--- config.mk ---
export PLATFORM = sky130hd
export DESIGN_NAME = legv8_instr_encoder_flat
export DESIGN_NICKNAME = d
export VERILOG_FILES = /design/src/rtl/legv8_pkg.sv /design/src/rtl/legv8_instr_encoder_if.sv /design/src/rtl/legv8_encode.sv /design/src/rtl/legv8_instr_encoder.sv /design/src/flat_wrapper.sv
export SDC_FILE = /design/constraint.sdc
export NUM_CORES = 1
export LEC_CHECK = 0
export BUFFER_PORTS_ARGS = -buffer_cell sky130_fd_sc_hd__buf_4
export CELL_PAD_IN_SITES_DETAIL_PLACEMENT = 0
export CELL_PAD_IN_SITES_GLOBAL_PLACEMENT = 2
export CORE_MARGIN = 2
export CORE_UTILIZATION = 34
export DETAILED_ROUTE_END_ITERATION = 6
export PLACE_DENSITY = 0.8
export SYNTH_ARGS = -nofsm -noshare
export SYNTH_HDL_FRONTEND = slang
export SYNTH_SLANG_ARGS = --single-unit
--- constraint.sdc ---
create_clock -name CLK -period 5.1 [get_ports CLK]
set_clock_uncertainty 0.2 [all_clocks]
set_input_delay 1.02 -clock CLK [delete_from_list [all_inputs] [get_ports CLK]]
set_output_delay 1.02 -clock CLK [all_outputs]
set_load 0.1 [all_outputs]
--- src/rtl/legv8_pkg.sv ---
// Opcode constants, op enum and field widths shared with the LEGv8 control decoder.
// Range helpers serve the optional ENC_RANGE_CHECK_EN build of the encoder.
package legv8_pkg;

    typedef enum logic [3:0] {
        OP_AND  = 4'd0,
        OP_ORR  = 4'd1,
        OP_ADD  = 4'd2,
        OP_SUB  = 4'd3,
        OP_ADDI = 4'd4,
        OP_SUBI = 4'd5,
        OP_MOVZ = 4'd6,
        OP_B    = 4'd7,
        OP_CBZ  = 4'd8,
        OP_LDUR = 4'd9,
        OP_STUR = 4'd10
    } op_e;

    localparam logic [10:0] OPC_AND  = 11'b10001010000;
    localparam logic [10:0] OPC_ORR  = 11'b10101010000;
    localparam logic [10:0] OPC_ADD  = 11'b10001011000;
    localparam logic [10:0] OPC_SUB  = 11'b11001011000;
    localparam logic [9:0]  OPC_ADDI = 10'b1001000100;
    localparam logic [9:0]  OPC_SUBI = 10'b1101000100;
    localparam logic [8:0]  OPC_MOVZ = 9'b110100101;
    localparam logic [5:0]  OPC_B    = 6'b000101;
    localparam logic [7:0]  OPC_CBZ  = 8'b10110100;
    localparam logic [10:0] OPC_LDUR = 11'b11111000010;
    localparam logic [10:0] OPC_STUR = 11'b11111000000;

    localparam int OP_W     = 4;
    localparam int REG_W    = 5;
    localparam int IMM_W    = 26;
    localparam int IMM_I_W  = 12;
    localparam int IMM_IM_W = 16;
    localparam int IMM_B_W  = 26;
    localparam int IMM_CB_W = 19;
    localparam int IMM_D_W  = 9;

    function automatic logic fits_u(logic [IMM_W-1:0] v, int w);
        return (v >> w) == '0;
    endfunction

    function automatic logic fits_s(logic [IMM_W-1:0] v, int w);
        logic signed [IMM_W-1:0] s;
        s = $signed(v) >>> (w - 1);
        return (s == '0) || (s == '1);
    endfunction

endpackage

--- src/rtl/legv8_instr_encoder_if.sv ---
// Request and instruction-memory write bundle of the LEGv8 encoder.
// master = loader/memory side, slave = encoder.
interface legv8_instr_encoder_if #(
    parameter int ADDR_W = 64
);
    logic              req_valid;
    logic              req_ready;
    logic [3:0]        req_op;
    logic [4:0]        req_rd;
    logic [4:0]        req_rn;
    logic [4:0]        req_rm;
    logic [25:0]       req_imm;
    logic [1:0]        req_hw;
    logic              imem_we;
    logic [ADDR_W-1:0] imem_addr;
    logic [31:0]       imem_wdata;
    logic              imem_ready;
    logic              err;
    logic              idle;

    modport master (
        output req_valid, req_op, req_rd, req_rn, req_rm,
        output req_imm, req_hw, imem_ready,
        input  req_ready, imem_we, imem_addr, imem_wdata,
        input  err, idle
    );

    modport slave (
        input  req_valid, req_op, req_rd, req_rn, req_rm,
        input  req_imm, req_hw, imem_ready,
        output req_ready, imem_we, imem_addr, imem_wdata,
        output err, idle
    );
endinterface

--- src/rtl/legv8_encode.sv ---
// Combinational LEGv8 field packer; flags illegal ops.
// ENC_RANGE_CHECK_EN also rejects out-of-range immediates instead of truncating.
module legv8_encode
    import legv8_pkg::*;
(
    input  logic [3:0]  req_op,
    input  logic [4:0]  req_rd,
    input  logic [4:0]  req_rn,
    input  logic [4:0]  req_rm,
    input  logic [25:0] req_imm,
    input  logic [1:0]  req_hw,
    output logic [31:0] word,
    output logic        illegal
);

    always_comb begin
        word    = '0;
        illegal = 1'b0;
        unique case (req_op)
            OP_AND:  word = {OPC_AND, req_rm, 6'b0, req_rn, req_rd};
            OP_ORR:  word = {OPC_ORR, req_rm, 6'b0, req_rn, req_rd};
            OP_ADD:  word = {OPC_ADD, req_rm, 6'b0, req_rn, req_rd};
            OP_SUB:  word = {OPC_SUB, req_rm, 6'b0, req_rn, req_rd};
            OP_ADDI: word = {OPC_ADDI, req_imm[11:0], req_rn, req_rd};
            OP_SUBI: word = {OPC_SUBI, req_imm[11:0], req_rn, req_rd};
            OP_MOVZ: word = {OPC_MOVZ, req_hw, req_imm[15:0], req_rd};
            OP_B:    word = {OPC_B, req_imm};
            OP_CBZ:  word = {OPC_CBZ, req_imm[18:0], req_rd};
            OP_LDUR: word = {OPC_LDUR, req_imm[8:0], 2'b00, req_rn, req_rd};
            OP_STUR: word = {OPC_STUR, req_imm[8:0], 2'b00, req_rn, req_rd};
            default: illegal = 1'b1;
        endcase
`ifdef ENC_RANGE_CHECK_EN
        unique case (req_op)
            OP_ADDI, OP_SUBI: if (!fits_u(req_imm, IMM_I_W))  illegal = 1'b1;
            OP_MOVZ:          if (!fits_u(req_imm, IMM_IM_W)) illegal = 1'b1;
            OP_CBZ:           if (!fits_s(req_imm, IMM_CB_W)) illegal = 1'b1;
            OP_LDUR, OP_STUR: if (!fits_s(req_imm, IMM_D_W))  illegal = 1'b1;
            default: ;
        endcase
`endif
    end

endmodule

--- src/rtl/legv8_instr_encoder.sv ---
// LEGv8 encoder top: word FIFO, sequential imem address counter, err pulse.
// Build with ENC_RANGE_CHECK_EN to reject out-of-range immediates.
module legv8_instr_encoder
    import legv8_pkg::*;
#(
    parameter int                DEPTH     = 4,
    parameter int                ADDR_W    = 64,
    parameter logic [ADDR_W-1:0] BASE_ADDR = '0
) (
    input logic                  CLK,
    input logic                  resetl,
    legv8_instr_encoder_if.slave bus
);

    localparam int PW = $clog2(DEPTH);

    logic [31:0]       word;
    logic              illegal;
    logic [PW:0]       wptr_q, wptr_d;
    logic [PW:0]       rptr_q, rptr_d;
    logic [31:0]       mem_q [DEPTH];
    logic [31:0]       mem_d [DEPTH];
    logic [ADDR_W-1:0] addr_q, addr_d;
    logic [31:0]       last_q, last_d;
    logic              err_q, err_d;
    logic              empty, full;
    logic              accept, push, pop;
    logic [31:0]       head;

    legv8_encode u_enc (
        .req_op  (bus.req_op),
        .req_rd  (bus.req_rd),
        .req_rn  (bus.req_rn),
        .req_rm  (bus.req_rm),
        .req_imm (bus.req_imm),
        .req_hw  (bus.req_hw),
        .word    (word),
        .illegal (illegal)
    );

    // Extra pointer bit separates full from empty when the indices match.
    assign empty  = wptr_q == rptr_q;
    assign full   = (wptr_q[PW] != rptr_q[PW]) &&
                    (wptr_q[PW-1:0] == rptr_q[PW-1:0]);
    assign accept = bus.req_valid && !full;
    assign push   = accept && !illegal;
    assign pop    = !empty && bus.imem_ready;
    assign head   = mem_q[rptr_q[PW-1:0]];

    always_comb begin
        mem_d = mem_q;
        if (push) mem_d[wptr_q[PW-1:0]] = word;
        wptr_d = wptr_q + {{PW{1'b0}}, push};
        rptr_d = rptr_q + {{PW{1'b0}}, pop};
        addr_d = pop ? addr_q + ADDR_W'(4) : addr_q;
        last_d = pop ? head : last_q;
        err_d  = accept && illegal;
    end

    always_ff @(posedge CLK) begin
        if (!resetl) begin
            wptr_q <= '0;
            rptr_q <= '0;
            addr_q <= BASE_ADDR;
            last_q <= '0;
            err_q  <= 1'b0;
        end else begin
            wptr_q <= wptr_d;
            rptr_q <= rptr_d;
            addr_q <= addr_d;
            last_q <= last_d;
            err_q  <= err_d;
        end
    end

    always_ff @(posedge CLK) begin
        mem_q <= mem_d;
    end

    // Hold the last written word on the bus once drained.
    assign bus.req_ready  = !full;
    assign bus.imem_we    = !empty;
    assign bus.imem_wdata = empty ? last_q : head;
    assign bus.imem_addr  = addr_q;
    assign bus.err        = err_q;
    assign bus.idle       = empty;

endmodule

--- src/flat_wrapper.sv ---
// flat-port wrapper written by rule: the top's interface ports become plain ports
module legv8_instr_encoder_flat import legv8_pkg::*;
#(
    parameter int                DEPTH     = 4,
    parameter int                ADDR_W    = 64,
    parameter logic [ADDR_W-1:0] BASE_ADDR = '0
)
  (CLK, resetl, bus_req_valid, bus_req_op, bus_req_rd, bus_req_rn, bus_req_rm, bus_req_imm, bus_req_hw, bus_imem_ready, bus_req_ready, bus_imem_we, bus_imem_addr, bus_imem_wdata, bus_err, bus_idle);
  legv8_instr_encoder_if #(.ADDR_W(ADDR_W)) bus_i ();
  input logic CLK;
  input logic resetl;
  input wire logic [$bits(bus_i.req_valid)-1:0] bus_req_valid;
  input wire logic [$bits(bus_i.req_op)-1:0] bus_req_op;
  input wire logic [$bits(bus_i.req_rd)-1:0] bus_req_rd;
  input wire logic [$bits(bus_i.req_rn)-1:0] bus_req_rn;
  input wire logic [$bits(bus_i.req_rm)-1:0] bus_req_rm;
  input wire logic [$bits(bus_i.req_imm)-1:0] bus_req_imm;
  input wire logic [$bits(bus_i.req_hw)-1:0] bus_req_hw;
  input wire logic [$bits(bus_i.imem_ready)-1:0] bus_imem_ready;
  output wire logic [$bits(bus_i.req_ready)-1:0] bus_req_ready;
  output wire logic [$bits(bus_i.imem_we)-1:0] bus_imem_we;
  output wire logic [$bits(bus_i.imem_addr)-1:0] bus_imem_addr;
  output wire logic [$bits(bus_i.imem_wdata)-1:0] bus_imem_wdata;
  output wire logic [$bits(bus_i.err)-1:0] bus_err;
  output wire logic [$bits(bus_i.idle)-1:0] bus_idle;
  assign bus_i.req_valid = bus_req_valid;
  assign bus_i.req_op = bus_req_op;
  assign bus_i.req_rd = bus_req_rd;
  assign bus_i.req_rn = bus_req_rn;
  assign bus_i.req_rm = bus_req_rm;
  assign bus_i.req_imm = bus_req_imm;
  assign bus_i.req_hw = bus_req_hw;
  assign bus_i.imem_ready = bus_imem_ready;
  assign bus_req_ready = bus_i.req_ready;
  assign bus_imem_we = bus_i.imem_we;
  assign bus_imem_addr = bus_i.imem_addr;
  assign bus_imem_wdata = bus_i.imem_wdata;
  assign bus_err = bus_i.err;
  assign bus_idle = bus_i.idle;
  legv8_instr_encoder #(.DEPTH(DEPTH), .ADDR_W(ADDR_W), .BASE_ADDR(BASE_ADDR)) u_core (.CLK(CLK), .resetl(resetl), .bus(bus_i));
endmodule
After elaboration in Yosys (flattened, before gate mapping)
Cells that the tools add are included.
- bits in writable memories: 0
- bits in read-only memories: 0
- bits in registers: 231
- bits of input ports: 51
- memories kept: 0
- word-level logic and storage cells: 49
- bits in latches: 0
- output and inout port bits: 100
- muxes and demuxes: 9
- order comparisons: 3
- equality and inequality tests: 13
- bitwise logic cells: 2
- divide/modulo/power cells: 0
- shift-type cells: 0
- $add $sub $neg: 3
- multipliers: 0
- reduce and logical (&&, ||, !) cells: 10
- operators by type and width (kind ; number):
    32-bit one-hot mux with 11 select lines ; 1
    128-bit bitwise mux ; 1
    32-bit 2-to-1 mux ; 4
    64-bit by 3-bit adder with 64-bit output (second input constant) ; 1
    32-bit binary-select mux with 2-bit select ; 1
    32-bit demux with 2-bit select ; 1
    4-bit by 3-bit equality test with 1-bit output (second input constant) ; 4
    4-bit equality test (second input constant) ; 3
    11-bit OR reduction ; 1
    4-bit by 2-bit equality test with 1-bit output (second input constant) ; 2
    3-bit by 1-bit adder with 3-bit output ; 2
    3-bit >= comparator (second input constant) ; 2
    1-bit logical AND ; 6
    2-bit inverter with 3-bit output ; 2
    4-bit by 1-bit equality test with 1-bit output (second input constant) ; 1
    4-bit logical NOT ; 1
    3-bit equality test ; 1
    3-bit by 1-bit less-than comparator with 1-bit output (second input constant) ; 1
    2-bit equality test ; 1
    1-bit logical NOT ; 2
    1-bit 2-to-1 mux ; 1
    1-bit inequality test ; 1

Longest topological paths before layout
Gate-level depths: netlist (run 1).
- depth after elaboration: 6
- mapped depth: 10
- gate-level depth less buffers: 7

Cells and area by module
From an unflattened synthesis (run 1), not the netlist that was laid out.
- cell total of the unflattened synthesis: 964
- area, all modules: 10495.1 um^2
- by module, submodules not included (module ; times used ; sequential area each (um^2) ; cells each ; area an instance (um^2)):
    legv8_instr_encoder ; 1 ; 5865.6 ; 826 ; 9504.1
    legv8_encode ; 1 ; 0.0 ; 138 ; 991.0

Least setup slack after synthesis (run 1)
OpenSTA, ideal clock, no wires.
- kind: register to register
- from: register u_core.rptr_q[1]
- to: register u_core.mem_q[100] (netlist bit) (enable)
- cell stages (with the launch flop): 6
- period minus slack after synthesis: 4.925 ns
- setup time: 0.468 ns
- path buffers: 1
- arrival time: 4.257 ns
- data required time: 4.432 ns
- slack: 0.175 ns
- cells stage by stage: dfxtp_1 > buf_2 > xnor2_1 > nand3_1 > and3b_1 > nor3b_1
- cells in the longest elaborated chain, start to end: 5
- RTL lines (what ; RTL line ; RTL):
    start: declaration ; legv8_instr_encoder.sv:20 ; logic [PW:0] rptr_q, rptr_d;
    start signal: assignment ; legv8_instr_encoder.sv:69 ; rptr_q <= rptr_d;
    2-bit equality test ; legv8_instr_encoder.sv:44 ; (wptr_q[PW-1:0] == rptr_q[PW-1:0]);
    1-bit logical AND ; legv8_instr_encoder.sv:43 ; assign full = (wptr_q[PW] != rptr_q[PW]) &&
    1-bit logical NOT ; -- ;
    via bus_req_ready ; flat_wrapper.sv:20 ; output wire logic [$bits(bus_i.req_ready)-1:0] bus_req_ready;
    1-bit logical AND ; legv8_instr_encoder.sv:45 ; assign accept = bus.req_valid && !full;
    1-bit logical AND ; legv8_instr_encoder.sv:46 ; assign push = accept && !illegal;
    end signal: assignment ; legv8_instr_encoder.sv:77 ; mem_q <= mem_d;
    end: declaration ; legv8_instr_encoder.sv:21 ; logic [31:0] mem_q [DEPTH];
The timed path passes the listed nets, and every way through them passes these cells.
A chain may end at the register's enable or synchronous reset.

Worst setup path in the final report (run 1)
- from: register u_core.wptr_q[0]
- to: output bus_imem_wdata[31]
- cells in the longest elaborated chain, start to end: 2
- RTL lines (what ; RTL line ; RTL):
    start: declaration ; legv8_instr_encoder.sv:19 ; logic [PW:0] wptr_q, wptr_d;
    start signal: assignment ; legv8_instr_encoder.sv:68 ; wptr_q <= wptr_d;
    3-bit equality test ; legv8_instr_encoder.sv:42 ; assign empty = wptr_q == rptr_q;
    32-bit 2-to-1 mux ; legv8_instr_encoder.sv:83 ; assign bus.imem_wdata = empty ? last_q : head;
    end: declaration ; flat_wrapper.sv:23 ; output wire logic [$bits(bus_i.imem_wdata)-1:0] bus_imem_wdata;
Every way passes these cells.

==> results of run 1 <==
cells in the mapped netlist, types with 12 or more instances:
| cell type | instances | share of area (%) |
|---|---|---|
| o21ai_0 | 18 | 0.89 |
| mux4_2 | 32 | 7.1 |
| nor2_1 | 50 | 1.9 |
| nand3_1 | 30 | 1.5 |
| nand2_1 | 212 | 7.8 |
| xor2_1 | 20 | 1.7 |
| dfxtp_1 | 101 | 20 |
| xnor2_1 | 15 | 1.3 |
| nand4_1 | 27 | 1.7 |
| or3_1 | 17 | 1.0 |
| clkbuf_1 | 32 | 1.2 |
| inv_1 | 23 | 0.85 |
| o31ai_1 | 12 | 0.89 |
| a21oi_1 | 73 | 3.6 |
| edfxtp_1 | 128 | 38 |
metal layers:
metal	vias up	track usage (%)
met4	0	3.24
met3	19	2.68
met2	215	28.4
met5	-	0
met1	3757	23.8
li1	3679	-
worst max-delay path: stages, from the launching register on:
cell and delay (ns):
dfxtp_1 0.38, xnor2_1 0.53, nand3_1 0.20, inv_1 0.52, buf_4 0.38, nand2_1 0.08
nand2_1 0.09, buf_4 0.30
report_power, final:
group | internal (mW) | switching [mW] | total [mW]
Sequential | 2.05 | 0.0351 | 2.08
Clock | 1.26 | 0.768 | 2.03
Combinational | 0.374 | 1.29 | 1.66
Total | 3.68 | 2.09 | 5.76
stage by stage:
stage	cell area [um2]	hold WS, ns
floorplan	10100	0.237
finish	12600	0.254
global route	12600	0.272
global placement	11600	0.242
CTS	12600	0.255
detailed placement	11600	0.247
sequential cells by signal (all words and copies together) (netlist names):
signal	cells
u_core.bus.err	1
u_core.bus.imem_addr	62
u_core.last_q	32
u_core.mem_q	128
u_core.rptr_q	3
u_core.wptr_q	3
kinds of logic (layout without fill, tap and decap cells):
family | count (synthesis) | in the layout | share of synthesized area (%)
buffers and inverters | 72 | 233 | 2.91
AOI/OAI and AO/OA | 148 | 148 | 9.74
other | 1 | 2 | 0.0370
muxes | 34 | 34 | 7.31
and+or+nand+nor | 399 | 399 | 18.5
adders and majority gates | 5 | 5 | 0.617
DFF | 229 | 229 | 57.9
xor gates and xnor gates | 35 | 35 | 3.02
area by class of cell:
| class | count | area [um2] |
|---|---|---|
| fill | 2873 | 16900 |
| sequential | 229 | 5870 |
| multi-input combinational | 623 | 3990 |
| timing repair buffer | 161 | 1210 |
| clock buffer | 32 | 714 |
| tap | 390 | 488 |
| clock inverter | 16 | 231 |
| inverter | 24 | 90.1 |
worst max path at each step:
stage	slack (ns)	startpoint	endpoint
global route	0.64	u_core.wptr_q[0]$_SDFF_PN0_	bus_imem_wdata[1]
finish	0.87	u_core.wptr_q[0]$_SDFF_PN0_	bus_imem_wdata[31]
floorplan	0.18	u_core.rptr_q[1]$_SDFF_PN0_	u_core.mem_q[100]$_DFFE_PP_
detailed placement	1.38	u_core.wptr_q[0]$_SDFF_PN0_	bus_imem_wdata[31]
global placement	1.48	u_core.wptr_q[0]$_SDFF_PN0_	bus_imem_wdata[31]
CTS	0.81	u_core.wptr_q[0]$_SDFF_PN0_	bus_imem_wdata[31]
==> impl_metrics.tcl, run 1 <==
set metrics [dict create \
    numCtsBuffers 26 \
    cts_setup_buffers 0 \
    cp.required_ns 3.88 \
    netlist_area_um2 10100 \
    nets 1121 \
    clock_sinks 229 \
    cts_root_buf "clkbuf_16" \
    r2r-start "u_core.bus.imem_addr[23]$_SDFFE_PN0N_" \
    start_util_pct 34.4 \
    hold_buffers 0 \
    synth_ff_type "edfxtp_1" \
    clk_path_buf_depth 3 \
    worstMarginPinSlew_ns 1.02 \
    core_area_um2 29500 \
    min_to "u_core.last_q[29]$_SDFFE_PN0N_" \
    period_minus_slack_ns 4.23 \
    end_kind "output pin" \
    die-area_um2 31200 \
    yosysWarnings 0 \
    synth.distinct_cells 51 \
    dp.cells 1427 \
    overflow 0 \
    wire_per_inst_um 18.2 \
    die_h_um 177 \
    synth_edf_count 128 \
    fmax_mhz 236 \
    drtIter0Drc 484 \
    cap_violations 0 \
    clk_pin_slew_worst_paths_ns 0.06 \
    cp_data_arrival_time_ns 3.01 \
    ys_seq_area_share_pct 57.9 \
    crit_type "reg2out" \
    critPathMaxFanout 19 \
    whs_path_depth 2 \
    dr_wl_met3_um 1520 \
    grt_pass1_wl_um 41800 \
    first_pass_iters 6 \
    dpl_worst_slack_ns 1.38 \
    min_from "u_core.last_q[29]$_SDFFE_PN0N_" \
    finalPower_mw 5.76 \
    syn_avg_cell_area_um2 11.0 \
    insertedDiodeCount 0 \
    first_global_vias 7470 \
    critPathLaunchType "register" \
    final.setup.worst_slack_ns 0.871 \
    drcViolationCount 0 \
    dpl.hpwl_um 17800 \
    instances_no_fill 1475 \
    ys_ff_latch 229 \
    irDropWorstVdd_uv 290 \
    port_buffers 148 \
    finalHoldViolCount 0 \
    viasPerCell 5.20 \
    r2r.worst_path.cells 5 \
    layout-drive-gt1-share_pct 23.6 \
    grt_usage_pct 17.1 \
    utilization_pct 42.7 \
    cts_resized 0 \
    hold_class "reg2reg" \
    antenna_left 0 \
    htree_levels 1 \
    antenna_found_initial 0 \
    ios 151 \
    min_period_over_period_pct 82.9 \
    final_common_cell "nand2_1" \
    topRoutingLayerUsed "met4" \
    clock_latency_ns 0.52 \
    rrSetupSlack_ns 1.80 \
    vias 7670 \
    wl_met1_um 12500 \
    num_rows 63 \
    grt_max_degree 40 \
    areaGrowthSynthToFinish_pct 24.2 \
    drt_wl_total_um 26800 \
    timing.rr.end "u_core.bus.imem_addr[57]$_SDFFE_PN0N_" \
    place_congestion 0.782 \
    cts_tree "done" \
    rsz0062_at_grt "no" \
    postSynthCellCount 923 \
    p_per_area_nw_per_um2 458 \
    async_flop_share_pct 0 \
    slew_violations 0 \
    setup_viol 0 \
    p_leak_nw 4.58 \
    outcome "completed" \
    die_w_um 177 \
    met2WireLength_um 12400 \
    layout_common_cells "nand2_1 (212), buf_4 (161), edfxtp_1 (128)" \
    slew_headroom_pct 31.4 \
    setup_tns_ns 0 \
]
(Power assumes the default switching activity.)
==> run 2, diff against run 1 <==
--- a/config.mk
+++ b/config.mk
@@ -9,9 +9,9 @@
 export CELL_PAD_IN_SITES_DETAIL_PLACEMENT = 0
 export CELL_PAD_IN_SITES_GLOBAL_PLACEMENT = 2
 export CORE_MARGIN = 2
-export CORE_UTILIZATION = 34
+export CORE_UTILIZATION = 35
 export DETAILED_ROUTE_END_ITERATION = 6
-export PLACE_DENSITY = 0.8
+export PLACE_DENSITY = 0.79
 export SYNTH_ARGS = -nofsm -noshare
 export SYNTH_HDL_FRONTEND = slang
 export SYNTH_SLANG_ARGS = --single-unit
==> constraint.sdc (replaced) <==
create_clock -name CLK -period 4.03 [get_ports CLK]
set_clock_uncertainty 0.2 [all_clocks]
set_input_delay 0.806 -clock CLK [delete_from_list [all_inputs] [get_ports CLK]]
set_output_delay 0.806 -clock CLK [all_outputs]
set_load 0.1 [all_outputs]
==> run 2 against run 1 <==
  * Clock-buffer cell count up 6
  * Routed wire length down 3.0%
  * Flip-flop and latch count stayed put
  * Critical path type unchanged
==> impl_metrics.tcl, run 2 (synthesis results as in run 1) <==
set metrics [dict create \
    cts_resized 0 \
    dp.cells 1425 \
    start_util_pct 35.4 \
    wire_per_inst_um 17.6 \
    critPathLaunchType "register" \
    slew_headroom_pct 31.2 \
    antenna_found_initial 0 \
    whs_ns 0.253 \
    grt_usage_pct 16.9 \
    rsz0062_at_grt "no" \
    setup_tns_ns 0 \
    r2r.worst_path.cells 5 \
    setup_viol 0 \
    seqCellArea_um2 5870 \
    grt-busiest-layer "met2" \
    place_congestion 0.784 \
    clk_path_buf_depth 3 \
    clk_pin_slew_worst_paths_ns 0.06 \
    dpl_worst_slack_ns 0.955 \
    outcome "completed" \
    critPathMaxFanout 19 \
    drcViolationCount 0 \
    hold_class "reg2reg" \
    cts_root_buf "clkbuf_16" \
    cts_setup_buffers 0 \
    htree_levels 1 \
    irDropWorstVdd_uv 325 \
    nets 1125 \
    cp.required_ns 3.02 \
    ios 151 \
    fillers 2749 \
    utilization_pct 43.8 \
    finalPower_mw 7.09 \
    drtIter0Drc 483 \
    core_area_um2 28600 \
    overflow 0 \
    use_met3_pct 3.24 \
    finalHoldViolCount 0 \
    fmax_mhz 279 \
    whs_path_depth 2 \
    grt_pass1_wl_um 41100 \
    clock_sinks 229 \
    insertedDiodeCount 0 \
    clock_latency_ns 0.53 \
    instances_no_fill 1473 \
    antenna_left 0 \
    grt_max_degree 41 \
    numCtsBuffers 26 \
    num_rows 62 \
    die-area_um2 30300 \
    largest_reg_flops 128 \
    die_h_um 174 \
    period_minus_slack_ns 3.58 \
    first_global_vias 7335 \
    die_w_um 174 \
    port_buffers 148 \
    cap_violations 0 \
    cp_data_arrival_time_ns 2.58 \
    p_leak_nw 4.57 \
    cts_tree "done" \
    placement.cell_area_um2 11700 \
    slew_violations 0 \
    min_period_over_period_pct 88.9 \
    layout_common_cells "nand2_1 (212), buf_4 (164), edfxtp_1 (128)" \
    viasPerCell 5.17 \
    met1_usage_pct 23.8 \
    worstMarginPinSlew_ns 1.03 \
    final.setup.worst_slack_ns 0.449 \
    crit_type "reg2out" \
    use_met2_pct 27.1 \
    top_register "u_core.mem_q" \
    hold_buffers 0 \
    vias 7618 \
    p_per_area_nw_per_um2 565 \
    dpl.hpwl_um 17300 \
    end_kind "output pin" \
    multiInputGateArea_um2 4000 \
    layout-drive-gt1-share_pct 23.3 \
    first_pass_iters 5 \
    final_common_cell "nand2_1" \
    drt_wl_total_um 26000 \
    areaGrowthSynthToFinish_pct 23.8 \
    stdcell_area_um2 12600 \
]
-- run 2: changes by cell type in the layout (fill, tap and decap cells not counted), sizes merged --
cell,change
clkbuf,+6
clkinv,+1
inv,-2
bufinv,-3
buf,+4
clkinvlp,-2
-- run 2: path summary, 6_finish.rpt --
path / startpoint / endpoint / slack, ns
min reg2reg: u_core.last_q[14]$_SDFFE_PN0N_ / u_core.last_q[14]$_SDFFE_PN0N_ / 0.25
max reg2reg: u_core.bus.imem_addr[23]$_SDFFE_PN0N_ / u_core.bus.imem_addr[57]$_SDFFE_PN0N_ / 1.01
min: u_core.last_q[14]$_SDFFE_PN0N_ / u_core.last_q[14]$_SDFFE_PN0N_ / 0.25
max: u_core.rptr_q[0]$_SDFF_PN0_ / bus_imem_wdata[9] / 0.45
-- run 2: critical path: stages, from the launching register on --
cell and delay, ns:
dfxtp_2 0.31, buf_4 0.21, xnor2_1 0.49, nand3_1 0.17, inv_1 0.11, buf_4 0.27
nand2_1 0.09, nand2_1 0.09, buf_4 0.29
-- run 2: area by class of cell --
cell class | instances | share of cell area [%]
inverters | 24 | 0.718
multi-input cells | 623 | 31.8
clock buffers | 38 | 6.11
clock inverters | 10 | 0.798
flip-flops and latches | 229 | 46.7
well taps | 384 | 3.83
repair buffers | 165 | 9.97
-- run 2: layer usage --
layer	up-vias	share of wire, %
met4	0	1.2
met3	29	6.2
met2	220	46
met1	3687	47
met5	-	0
li1	3682	-
-- run 2: power by group --
group / internal, mW / leakage, nW / switching [mW]
Combinational: 0.484 / 2.15 / 1.62
Clock: 1.44 / 0.418 / 0.923
Sequential: 2.59 / 2.01 / 0.0429
Total: 4.51 / 4.57 / 2.58
